**config.mk**
```make
export PLATFORM = sky130hd
export DESIGN_NAME = pc_sequencer
export DESIGN_NICKNAME = d
export VERILOG_FILES = /design/src/rtl/pc_sequencer_pkg.sv /design/src/rtl/branch_target_add.sv /design/src/rtl/pc_sequencer.sv
export SDC_FILE = /design/constraint.sdc
export NUM_CORES = 1
export LEC_CHECK = 0
export ABC_AREA = 1
export CAP_MARGIN = 15
export CORE_ASPECT_RATIO = 0.5
export CORE_MARGIN = 3
export CORE_UTILIZATION = 50
export CTS_CLUSTER_SIZE = 14
export DETAILED_ROUTE_END_ITERATION = 8
export PLACE_DENSITY_LB_ADDON = 0.05
export SLEW_MARGIN = 20
export SYNTH_ARGS = -nofsm -noshare
export SYNTH_HDL_FRONTEND = slang
export SYNTH_HIERARCHICAL = 1
export SYNTH_SLANG_ARGS = --single-unit
export TNS_END_PERCENT = 1
```
**constraint.sdc**
```tcl
create_clock -name clk -period 1.9 [get_ports clk]
set_input_delay 0.57 -clock clk [delete_from_list [all_inputs] [get_ports clk]]
set_output_delay 0.57 -clock clk [all_outputs]
set_load 0.02 [all_outputs]
```
**src/rtl/pc_sequencer_pkg.sv**
```systemverilog
// Shared types and constants for the fetch PC sequencer and EX-stage target adder.
package pc_sequencer_pkg;

  localparam int unsigned XLEN       = 32;
  localparam int unsigned PC_STEP    = 4;
  localparam int unsigned WORD_SHIFT = 2;
  localparam int unsigned BUB_W      = 2;

  typedef enum logic [1:0] {
    ST_IDLE  = 2'd0,
    ST_FETCH = 2'd1,
    ST_REDIR = 2'd2,
    ST_TRAP  = 2'd3
  } state_e;

endpackage

```
**src/rtl/branch_target_add.sv**
```systemverilog
// Branch target adder: base + (word offset << 2), modulo 2^32. Shared with the EX stage.
module branch_target_add
  import pc_sequencer_pkg::*;
(
  input  logic [XLEN-1:0] base_i,
  input  logic [XLEN-1:0] offset_i,
  output logic [XLEN-1:0] target_o
);

  // Offset bits above XLEN-WORD_SHIFT fall off the top of the shift.
  assign target_o = base_i + (offset_i << WORD_SHIFT);

endmodule

```
**src/rtl/pc_sequencer.sv**
```systemverilog
// Fetch PC register and sequencer: sequential fetch, branch redirect with bubbles,
// sticky misaligned-target trap. Optional BRANCH_STATS_EN adds redirect/bubble counters.
module pc_sequencer
  import pc_sequencer_pkg::*;
#(
  parameter logic [31:0] RESET_PC         = 32'h0000_0000,
  parameter int unsigned REDIRECT_BUBBLES = 1
) (
  input  logic        clk,
  input  logic        rst_n,
  input  logic        stall,
  input  logic        if_ready,
  input  logic        br_valid,
  input  logic        br_taken,
  input  logic [31:0] br_pc,
  input  logic [31:0] br_offset,
  output logic [31:0] pc,
  output logic        pc_valid,
  output logic        flush_if,
  output logic        flush_id,
  output logic        trap
`ifdef BRANCH_STATS_EN
  ,
  output logic [31:0] br_taken_cnt,
  output logic [31:0] bubble_cnt
`endif
);

  localparam logic [BUB_W-1:0] BUB_INIT =
    BUB_W'((REDIRECT_BUBBLES == 0) ? 0 : REDIRECT_BUBBLES - 1);

  state_e            state_q, state_d;
  logic [XLEN-1:0]   pc_q, pc_d;
  logic [BUB_W-1:0]  bub_q, bub_d;
  logic [XLEN-1:0]   target_c;
  logic              taken_c;

  branch_target_add u_target (
    .base_i   (br_pc),
    .offset_i (br_offset),
    .target_o (target_c)
  );

  always_ff @(posedge clk or negedge rst_n) begin
    if (!rst_n) begin
      state_q <= ST_IDLE;
      pc_q    <= RESET_PC;
      bub_q   <= '0;
    end else begin
      state_q <= state_d;
      pc_q    <= pc_d;
      bub_q   <= bub_d;
    end
  end

  // Next-state: taken beats stall beats sequential accept while fetching.
  always_comb begin
    state_d = state_q;
    pc_d    = pc_q;
    bub_d   = bub_q;
    taken_c = br_valid & br_taken & (state_q == ST_FETCH);
    unique case (state_q)
      ST_IDLE: state_d = ST_FETCH;
      ST_FETCH: begin
        if (taken_c) begin
          pc_d = target_c;
          if (target_c[WORD_SHIFT-1:0] != '0) begin
            state_d = ST_TRAP;
          end else if (REDIRECT_BUBBLES != 0) begin
            state_d = ST_REDIR;
            bub_d   = BUB_INIT;
          end
        end else if (!stall && if_ready) begin
          pc_d = pc_q + XLEN'(PC_STEP);
        end
      end
      ST_REDIR: begin
        if (bub_q == '0) begin
          state_d = ST_FETCH;
        end else begin
          bub_d = bub_q - 1'b1;
        end
      end
      ST_TRAP: state_d = ST_TRAP;
      default: state_d = ST_IDLE;
    endcase
  end

  assign pc       = pc_q;
  assign pc_valid = (state_q == ST_FETCH);
  assign trap     = (state_q == ST_TRAP);
  assign flush_if = taken_c;
  assign flush_id = taken_c;

`ifdef BRANCH_STATS_EN
  logic [31:0] taken_cnt_q, bubble_cnt_q;

  // Saturating event counters for taken redirects and redirect bubble cycles.
  always_ff @(posedge clk or negedge rst_n) begin
    if (!rst_n) begin
      taken_cnt_q  <= '0;
      bubble_cnt_q <= '0;
    end else begin
      if (taken_c && (taken_cnt_q != '1)) begin
        taken_cnt_q <= taken_cnt_q + 32'd1;
      end
      if ((state_q == ST_REDIR) && (bubble_cnt_q != '1)) begin
        bubble_cnt_q <= bubble_cnt_q + 32'd1;
      end
    end
  end

  assign br_taken_cnt = taken_cnt_q;
  assign bubble_cnt   = bubble_cnt_q;
`endif

endmodule

```
==> flow_metrics.tcl <==
set metrics [dict create \
    routed_wirelength_mm 27.5 \
    final_cell_area_mm2 0.00801 \
    via_per_inst 6.45 \
    num_antenna_cells 0 \
    grt_max_degree 37 \
    status "finished with violations" \
    drv_slew 0 \
    first_pass_iters 9 \
    fin_ws_ps -502 \
    relSlewSlack_pct 64.8 \
    whs_path_depth 2 \
    core_mm2 0.00901 \
    fin_worst_skew_ps 5.95 \
    required_ps 2070 \
    synth_cell_type_count 40 \
    synth_xor_area_share_pct 2.92 \
    start_util_pct 53.3 \
    synthTopCellsByArea "nand2_1, dfrtp_1, inv_1" \
    path_class "in -> reg" \
    holdBufCountCts 0 \
    synth_seq_area_share_pct 18.8 \
    insertion_delay_ps 280 \
    worst_ep_arrival_time_ps 2570 \
    synthAdderAreaFrac_pct 8.49 \
    whs_ps 476 \
    ff2ff_path_depth 10 \
    fin_crit_sh_pct 126 \
    dieArea_mm2 0.0109 \
    fp.dieH_um 75.3 \
    path_max_fanout 3 \
    cts_max_level 2 \
    p_leak_nw 4.09 \
    synth_simple_gate_area_share_pct 47.9 \
    ant_nets 0 \
    rr_endpoint "pc[26]" \
    synth_compound_gate_area_share_pct 9.25 \
    irDropWorstVdd_uv 409 \
    ff_latch_area_um2 901 \
    hpwl_mm 12.7 \
    ys_async_sr_fraction_pct 100 \
    yosys.area.top_type_share_pct 25.6 \
    setup_viol 31 \
    num-nets-final 1159 \
    drv_cap 0 \
    pin_count 106 \
    cp-start-kind "primary input" \
    synth-edff-count 0 \
    grt_pass1_wl_mm 29.4 \
    max_freq_mhz 416 \
    syn_inst 856 \
    tightest_slew_ps 527 \
    muxShareOfSynthArea_pct 0 \
    mappedNetlistArea_mm2 0.00480 \
    tritoncts "yes" \
    drtIter0Drc 1861 \
    p_per_area_mw_per_mm2 840 \
    portBuffers 103 \
    grt_pass1_vias 6004 \
    vias 7573 \
    rows 24 \
    cts_num_sinks 36 \
    pre_cts_slack_ps -801 \
    routabilityCongestion 0.945 \
    clockRootBuffer "clkbuf_16" \
    hold_path_class "reg -> reg" \
    r2r-start "pc[3]" \
    drive_gt1_share_pct 41.4 \
    routedWlPerCell_um 23.4 \
    antenna_found_initial 0 \
    ys_seq_elements 36 \
    cts_buffer_depth 2 \
    clkSlewWorstSetupHoldPaths_ps 60 \
    rsz0062_at_grt "yes" \
    end_kind "flip-flop" \
    whs_endpoint "pc[1]" \
    nFillCells 378 \
    synth_common_cells "nand2_1, inv_1, nor2_1" \
    synth_warnings 6 \
    syn_area_per_cell_um2 5.61 \
    grt_overflow_total 0 \
    synth_top_family_by_area "simple AND/OR/NAND/NOR gates" \
    area_growth_pct 66.8 \
    grtUsageTotal_pct 34.2 \
    p_total_mw 6.73 \
    yosys_most_used_dff "dfrtp_1" \
    violations "DRC, setup timing" \
    fin_crit_ps 2400 \
    yosys.area.top_type "nand2_1" \
    ff2ff_setup_slack_ps -160 \
    hold_start "pc[1]" \
    dpl_cell_area_mm2 0.00654 \
    cts_buffers 5 \
    die_x_um 145 \
    finalHoldViolCount 0 \
    synth_most_common_cell "nand2_1" \
    drc 192 \
    syn_nets 958 \
    multi_input_area_mm2 0.00463 \
    final_util_pct 88.9 \
]
## flip-flops by register name (all words and copies together) (netlist names)
signal,cells
bub_q,2
pc,32
state_q,2
## cells by family (layout without fill, tap and decap cells)
kind of cell,Yosys count,count (layout)
XOR/XNOR,16,16
flip-flops,36,36
AO/OA/AOI/OAI,74,74
adder cells (fa/ha/maj),32,32
buffers and inverters,150,352
AND/OR/NAND/NOR,548,548
## per-layer routing
metal	wire length (µm)	GRT usage (%)	share of wire, %	up-vias
met4	2720	10.4	9.9	2
met1	9530	45.9	35	3329
met5	49	0	0.18	-
li1	-	-	-	3053
met2	10600	56.4	38	847
met3	4670	7.40	17	342
## critical path: stages
cell and delay (ps):
clkbuf_2 100, ha_4 300, nand2_2 90, inv_4 100, nand2_4 90, nor3_4 420, nand2_2 150, nand2_4 130
nand2_4 60, nand3_2 60, nand2_2 100, nor2_2 180, nor2_1 80, nand2_1 100, nand2_1 50
## report_power, final
part / switching [mW] / internal [mW]
logic: 2.73 / 1.77
clock network: 0.304 / 0.516
registers: 0.350 / 1.05
total: 3.39 / 3.34
## placed cells by master, fill, tap and decap left out, types with 5 or more instances in the layout
cell | netlist | final
xor2_2 | 0 | 6
nand2_1 | 328 | 224
dfrtp_1 | 36 | 36
nand3_2 | 5 | 10
ha_4 | 0 | 28
a21oi_4 | 0 | 8
nor2_4 | 4 | 21
o21ai_1 | 6 | 8
inv_2 | 4 | 19
buf_6 | 3 | 14
nor2_2 | 10 | 28
clkbuf_16 | 0 | 5
nand2_2 | 15 | 81
buf_4 | 5 | 91
dlygate4sd2_1 | 0 | 21
a21oi_1 | 29 | 13
xor2_1 | 13 | 7
nand4_1 | 5 | 5
nor2_1 | 112 | 77
inv_4 | 0 | 5
nand3_1 | 55 | 42
nand3_4 | 0 | 8
clkdlybuf4s50_1 | 0 | 30
a21oi_2 | 2 | 10
clkbuf_2 | 0 | 47
o21ai_0 | 16 | 14
nor3_1 | 8 | 8
inv_1 | 131 | 111
nand2_4 | 0 | 34
## final cells by class
class,count,share of cell area [%]
clock buffers,6,1.73
clock inverters,2,0.125
inverters,135,6.48
multi-input cells,670,57.8
flip-flops and latches,36,11.2
well taps,117,1.83
repair buffers,209,20.8
## what timing repair did
| action | in CTS | in global routing |
|---|---|---|
| endpoints found under the setup margin | 43 | 40 |
| pin swaps | 103 | 139 |
| setup buffers | 10 | 15 |
| gates resized for setup | 225 | 278 |
| gates cloned | 0 | 0 |
## how the worst max path moves through the flow
stage                   from  endpoint  slack, ps  depth (start not counted)
2_1_floorplan       br_pc[2]    pc[16]       -120                         15
3_3_place_gp        br_pc[2]    pc[22]       -740                         16
3_5_place_dp       br_pc[24]    pc[25]       -800                         14
4_1_cts             br_pc[2]    pc[22]       -180                         16
5_1_grt        br_offset[12]    pc[23]       -670                         15
6_report       br_offset[12]    pc[23]       -500                         15
## per-stage QoR
stage	std cells	TNS, ps
floorplan	856	-1050
global placement	1142	-19430
detailed placement	1142	-20480
CTS	1160	-2780
global route	1175	-8480
finish	1175	-7060
Note: power is estimated with default switching activity, not from simulation.
